[src/rtl/counter_pkg.sv]
// Shared constants and types for the free-running counter and its helpers.
package counter_pkg;

   localparam int unsigned COUNTER_W_DEFAULT  = 8;
   localparam int unsigned WRAP_CNT_W_DEFAULT = 8;

   typedef logic [COUNTER_W_DEFAULT-1:0] count_t;

endpackage

[src/rtl/sat_counter.sv]
// Saturating up-counter: increments on inc_i, holds once it reaches all-ones.
module sat_counter #(
   parameter int unsigned W = 8
) (
   input  logic         clk,
   input  logic         rst_n,
   input  logic         inc_i,
   output logic [W-1:0] cnt_o
);

   logic [W-1:0] cnt_q, cnt_d;
   logic         full;

   assign full = &cnt_q;

   always_comb begin
      cnt_d = cnt_q;
      if (inc_i && !full) begin
         cnt_d = cnt_q + W'(1);
      end
   end

   always_ff @(posedge clk or negedge rst_n) begin
      if (!rst_n) begin
         cnt_q <= '0;
      end else begin
         cnt_q <= cnt_d;
      end
   end

   assign cnt_o = cnt_q;

endmodule

[src/rtl/counter_8bit.sv]
// Free-running wrapping up-counter with terminal-count decode, a one-cycle wrap pulse
// and a saturating count of wraps since reset.
module counter_8bit
   import counter_pkg::*;
#(
   parameter int unsigned WIDTH      = COUNTER_W_DEFAULT,
   parameter int unsigned WRAP_CNT_W = WRAP_CNT_W_DEFAULT
) (
   input  logic                  clk,
   input  logic                  rst_n,
   output logic [WIDTH-1:0]      count,
   output logic                  tc,
   output logic                  wrap,
   output logic [WRAP_CNT_W-1:0] wrap_cnt
);

   logic [WIDTH-1:0] count_q, count_d;
   logic             wrap_q, wrap_d;

   assign tc = &count_q;

   always_comb begin
      count_d = count_q + WIDTH'(1);
      // Max always rolls to zero on the next edge, so the pulse is just tc delayed.
      wrap_d  = tc;
   end

   always_ff @(posedge clk or negedge rst_n) begin
      if (!rst_n) begin
         count_q <= '0;
         wrap_q  <= 1'b0;
      end else begin
         count_q <= count_d;
         wrap_q  <= wrap_d;
      end
   end

   sat_counter #(
      .W (WRAP_CNT_W)
   ) u_wrap_cnt (
      .clk   (clk),
      .rst_n (rst_n),
      .inc_i (tc),
      .cnt_o (wrap_cnt)
   );

   assign count = count_q;
   assign wrap  = wrap_q;

`ifndef SYNTHESIS
   wrap_single_cycle_a : assert property (@(posedge clk) disable iff (!rst_n) wrap |=> !wrap);
`endif

endmodule

[config.mk]
export PLATFORM = sky130hd
export DESIGN_NAME = counter_8bit
export DESIGN_NICKNAME = d
export VERILOG_FILES = /design/src/rtl/counter_pkg.sv /design/src/rtl/sat_counter.sv /design/src/rtl/counter_8bit.sv
export SDC_FILE = /design/constraint.sdc
export NUM_CORES = 1
export LEC_CHECK = 0
export ABC_AREA = 1
export CAP_MARGIN = 20
export CORE_UTILIZATION = 47
export CTS_CLUSTER_DIAMETER = 40
export DETAILED_ROUTE_END_ITERATION = 10
export PLACE_DENSITY_LB_ADDON = 0.05
export SLEW_MARGIN = 20
export SYNTH_ARGS = -nofsm -noshare
export SYNTH_HDL_FRONTEND = slang
export SYNTH_SLANG_ARGS = --single-unit
export TNS_END_PERCENT = 10
[constraint.sdc]
create_clock -name clk -period 1.4 [get_ports clk]
set_input_delay 0.28 -clock clk [delete_from_list [all_inputs] [get_ports clk]]
set_output_delay 0.28 -clock clk [all_outputs]
set_load 0.01 [all_outputs]
* After elaboration in Yosys (flattened, before gate mapping)
Cells that the tools add are included.
** Operators by class
- Reduce and logical (&&, ||, !) cells :: 4
- $add $sub $neg :: 2
** Operator list (count)
- $add A8 B1 Y8 const B :: 2
- $reduce_and A8 Y1 :: 2
- $logic_and A1 B1 Y1 :: 1
- $logic_not A1 Y1 :: 1
** Word-level totals
- Bits in registers :: 17
- Input port bits :: 2
- Output and inout port bits :: 18
- Word-level logic and storage cells :: 9

* Longest topological paths before layout
- Depth after elaboration :: 3
- Gate-level depth with buffers :: 8
- Depth with buffers taken out :: 8

* Cells and area by module
Synthesis repeated with hierarchy kept, for this count alone.
** Second synthesis, totals
- Cell total of the unflattened synthesis :: 105
- Area total of the unflattened synthesis :: 879.6 um^2
** Modules (own cells, without submodules)
- sat_counter :: instances 1, sequential area each 200.2 um^2, cells each 63, area an instance 483.0 um^2
- counter_8bit :: instances 1, sequential area each 225.2 um^2, cells each 42, area an instance 396.6 um^2

* Worst setup path before layout
No wires, ideal clock.
- Kind :: reg-to-reg
- Start :: register count_q[0] (netlist: count[0])
- End :: register u_wrap_cnt.cnt_q[2] (netlist: u_wrap_cnt.cnt_o[2])
- Buffers on the path :: 0
- Data arrival time :: 1160 ps
- Setup time :: 116 ps
- Period minus slack after synthesis :: 1276 ps
- Path slack :: 124 ps
- Stages on the path, launching flop included :: 9
- Data required time :: 1284 ps
- Cell sequence :: dfrtp_1 > ha_1 > nand2_1 > nor2_2 > nand2_2 > inv_2 > nand2_4 > nand2_1 > nand2_1
** On the way
- Longest elaborated chain between the ends :: 2
** RTL lines
- from (decl) :: RTL line counter_8bit.sv:17 : logic [WIDTH-1:0] count_q, count_d;
- from (signal assigned) :: RTL line counter_8bit.sv:33 : count_q <= count_d;
- $reduce_and A8 Y1 :: RTL line counter_8bit.sv:20 : assign tc = &count_q;
- named net tc :: RTL line counter_8bit.sv:12 : output logic tc,
- $logic_and A1 B1 Y1 :: RTL line sat_counter.sv:18 : if (inc_i && !full) begin
- to (signal assigned) :: RTL line sat_counter.sv:27 : cnt_q <= cnt_d;
- to (decl) :: RTL line sat_counter.sv:11 : logic [W-1:0] cnt_q, cnt_d;
The timed path passes the listed nets, and every way through them passes these cells.
A chain may end at the register's enable or synchronous reset.

* Worst setup path in the final report
- Start :: register count_q[0] (netlist: count[0])
- End :: output tc
** On the way
- Longest elaborated chain between the ends :: 1
** RTL lines (RTL line)
- $reduce_and A8 Y1 :: counter_8bit.sv:20
- to (decl) :: counter_8bit.sv:12
Every way passes these cells.

==> impl_results.md <==
- Status: complete, but fails checks
- Failing checks: setup timing
- Setup TNS: -0.2675 ns
- Final nets: 155
- Reg2reg start: count[0]$_DFF_PN0_
- Longest Clk Path Bufs: 2
- # diodes: 0
- # hold bufs at CTS: 0
- Synth cell types: 16
- Depth of the most critical reg-to-reg path: 8
- Total track usage: 23.07%
- Mapped Cells: 103
- Critical path's slowest cell: dfrtp_1
- Synth Register Bits: 17
- Post-synth top flop: dfrtp_1
- Setup ws final: -0.1556 ns
- Layout cells sized above 1: 30.67%
- CORE AREA: 1594 um^2
- Largest cells by area after synthesis: dfrtp_1 50%, nand2_1 19%, xor2_1 4.1%
- Worst Setup Start Kind: flop
- Via density: 4.764
- Final ANT Viol Nets: 0
- CTS root buf: clkbuf_4
- Final setup fails: 2
- Antenna violations before repair: 0
- Area growth, synth to finish: 51.99%
- Critical path's top delay family: flip-flops
- Max Cap Viol: 0
- DR DRC count: 0
- Worst Skew: 0.003669 ns
- Period minus WS final: 1.556 ns
- Max-slew violation count: 0
- CTS Sinks: 17
- Clock latency on the worst-skew pair: 0.29 ns
- Place WS: -0.2456 ns
- Crit path largest cell delay: 0.42 ns
- Critical Path AT: 1.28 ns
- DR pass1 iterations: 4
- Post-Syn Nets: 107
- Mapped Avg Cell Area: 8.224 um^2
- Register area share after synthesis: 50.22%
- Initial Util: 53.14%
- FMAX: 0.6428 GHz
- Peak supply drop: 0.0005222 V
- Final Wtd Congestion: 0.7642
- Ys Warns: 0
- Placed instance area: 1180 um^2
- FFs w/ async S/R, synth: 100.0%
- Crit path cell chain: ha_4, nand2_4, nor2_4, nand2_2, inv_2, buf_6
- Total Wirelength: 2219 um
- RR Endpoint: u_wrap_cnt.cnt_o[7]$_DFFE_PN0P_
- H-tree depth: 1
- CP max FO: 2
- RSZ-0062 raised after global routing: true
- Num CTS Buffers: 3
- Most frequent cell after synthesis: nand2_1
- Cell row count: 14
- Synthesized cell area: 847.1 um^2
- WP data required: 1.12 ns
- Crit Path Class: flop to primary output
- Largest net degree at the start of global routing: 18
- Final period util: 111.1%
- Core Util, Final: 80.77%
- Die W: 44.46 um
- Worst min path class: primary input to asynchronous set/reset pin
- Synth cell count leaders: 43 x nand2_1, 17 x dfrtp_1, 9 x inv_1
- Final hold vios: 0
- CP Buf/Inv Count: 2
- Number of flops mapped to enable cells by yosys: 0
- Starting DRT DRC Count: 12
- Worst-Margin Slew: 0.2234 ns
- Worst R2R Setup Slack: 0 ns
- CP Capture Type: primary output
- Cell area after layout: 1287 um^2
- CTS tree: done
- Post-detail-place hpwl: 1437 um
- DR WL/cell: 12.75 um
- Top cell type's share of synthesized area: 50.22%
- Number of global-route vias before repair: 766
- Grt ovf: 0
- First-pass GRT wire length: 3270 um
- LEAKAGE: 0.7118 nW
- Vias: 829
- Pwr dens: 601.7 nW/um^2
- Relative slew margins: 85.11%
- Io pins: 20
- Die height: 44.46 um
- Port Buf Inserts: 19
- Synth area leader: dfrtp_1
- Total Die Area: 1976 um^2
- Clk pin slew, worst setup/hold paths: 0.11 ns
[placed cells by master (no fill, tap or decap), drive strengths merged, types with 4 or more instances in the layout]
master and n:
nand2 46, buf 26, dfrtp 17, inv 11, nor2 11, dlygate4sd2 9
clkdlybuf4s15 6, nand3 5, xor2 4, clkbuf 4
[final cells by class]
cell class                 instances  area [um^2]
clock buffer                       3        22.52
clock inverter                     1        5.005
fill                             103        306.5
inverter                          11        41.29
multi-input combinational         75        412.9
sequential                        17        425.4
tap                               24        30.03
timing repair buffer              43        350.3
[layer usage]
layer / track usage (%) / part of all wire [%] / vias to the layer above
met1: 27.56 / 40 / 395
met5: 0 / 0 / -
met3: 2.449 / 3.7 / 4
li1: - / - / 407
met4: 9.091 / 1.0 / 0
met2: 42.06 / 55 / 23
[sequential cells by signal, summed over array words and instances, names as in the netlist]
| signal | cells |
|---|---|
| u_wrap_cnt.cnt_o | 8 |
| count | 8 |
| wrap | 1 |
[stage by stage]
stage,power (mW),instances,hold slack (ns)
2_1_floorplan,0.5005,103,-0.01559
3_3_place_gp,0.5150,161,0.4765
3_5_place_dp,0.5151,161,0.5135
4_1_cts,0.7829,170,0.3093
5_1_grt,0.7939,174,0.3254
6_report,0.7747,174,0.3009
[worst reg2reg max path, stage by stage (launching register included)]
cell and delay, ns:
dfrtp_1 0.42, ha_4 0.17, nand2_4 0.06, nor2_4 0.10, nand2_2 0.08, buf_4 0.14
nor2_4 0.20, nand2_1 0.11, nand2_1 0.07
[worst max-delay path by stage]
stage,startpoint,end,cells after the start
2_1_floorplan,count[0]$_DFF_PN0_,u_wrap_cnt.cnt_o[2]$_DFFE_PN0P_,8
3_3_place_gp,count[0]$_DFF_PN0_,tc,6
3_5_place_dp,count[1]$_DFF_PN0_,tc,6
4_1_cts,count[1]$_DFF_PN0_,tc,6
5_1_grt,count[0]$_DFF_PN0_,tc,6
6_report,count[0]$_DFF_PN0_,tc,6
[kinds of logic (layout without fill, tap and decap cells)]
kind of cell,after synthesis,count (layout),share of synthesized area [%]
and+or+nand+nor,64,64,33.53
DFF,17,17,50.22
buffers and inverters,11,58,4.874
xor gates and xnor gates,7,7,7.238
adders and majority gates,2,2,2.954
AOI/OAI and AO/OA,2,2,1.182
[where the power goes]
| group | total [mW] | internal (mW) | switching, mW |
|---|---|---|---|
| combinational | 0.0139 | 0.00429 | 0.00966 |
| clock | 0.270 | 0.106 | 0.164 |
| sequential | 0.491 | 0.491 | 0 |
| total | 0.775 | 0.601 | 0.173 |
[what timing repair did]
action	CTS	global route
pin swaps	3	3
endpoints found under the setup margin	18	14
resized for setup	31	10
buffers inserted	5	4
gates cloned	0	0
Note: power is estimated with default switching activity, not from simulation.
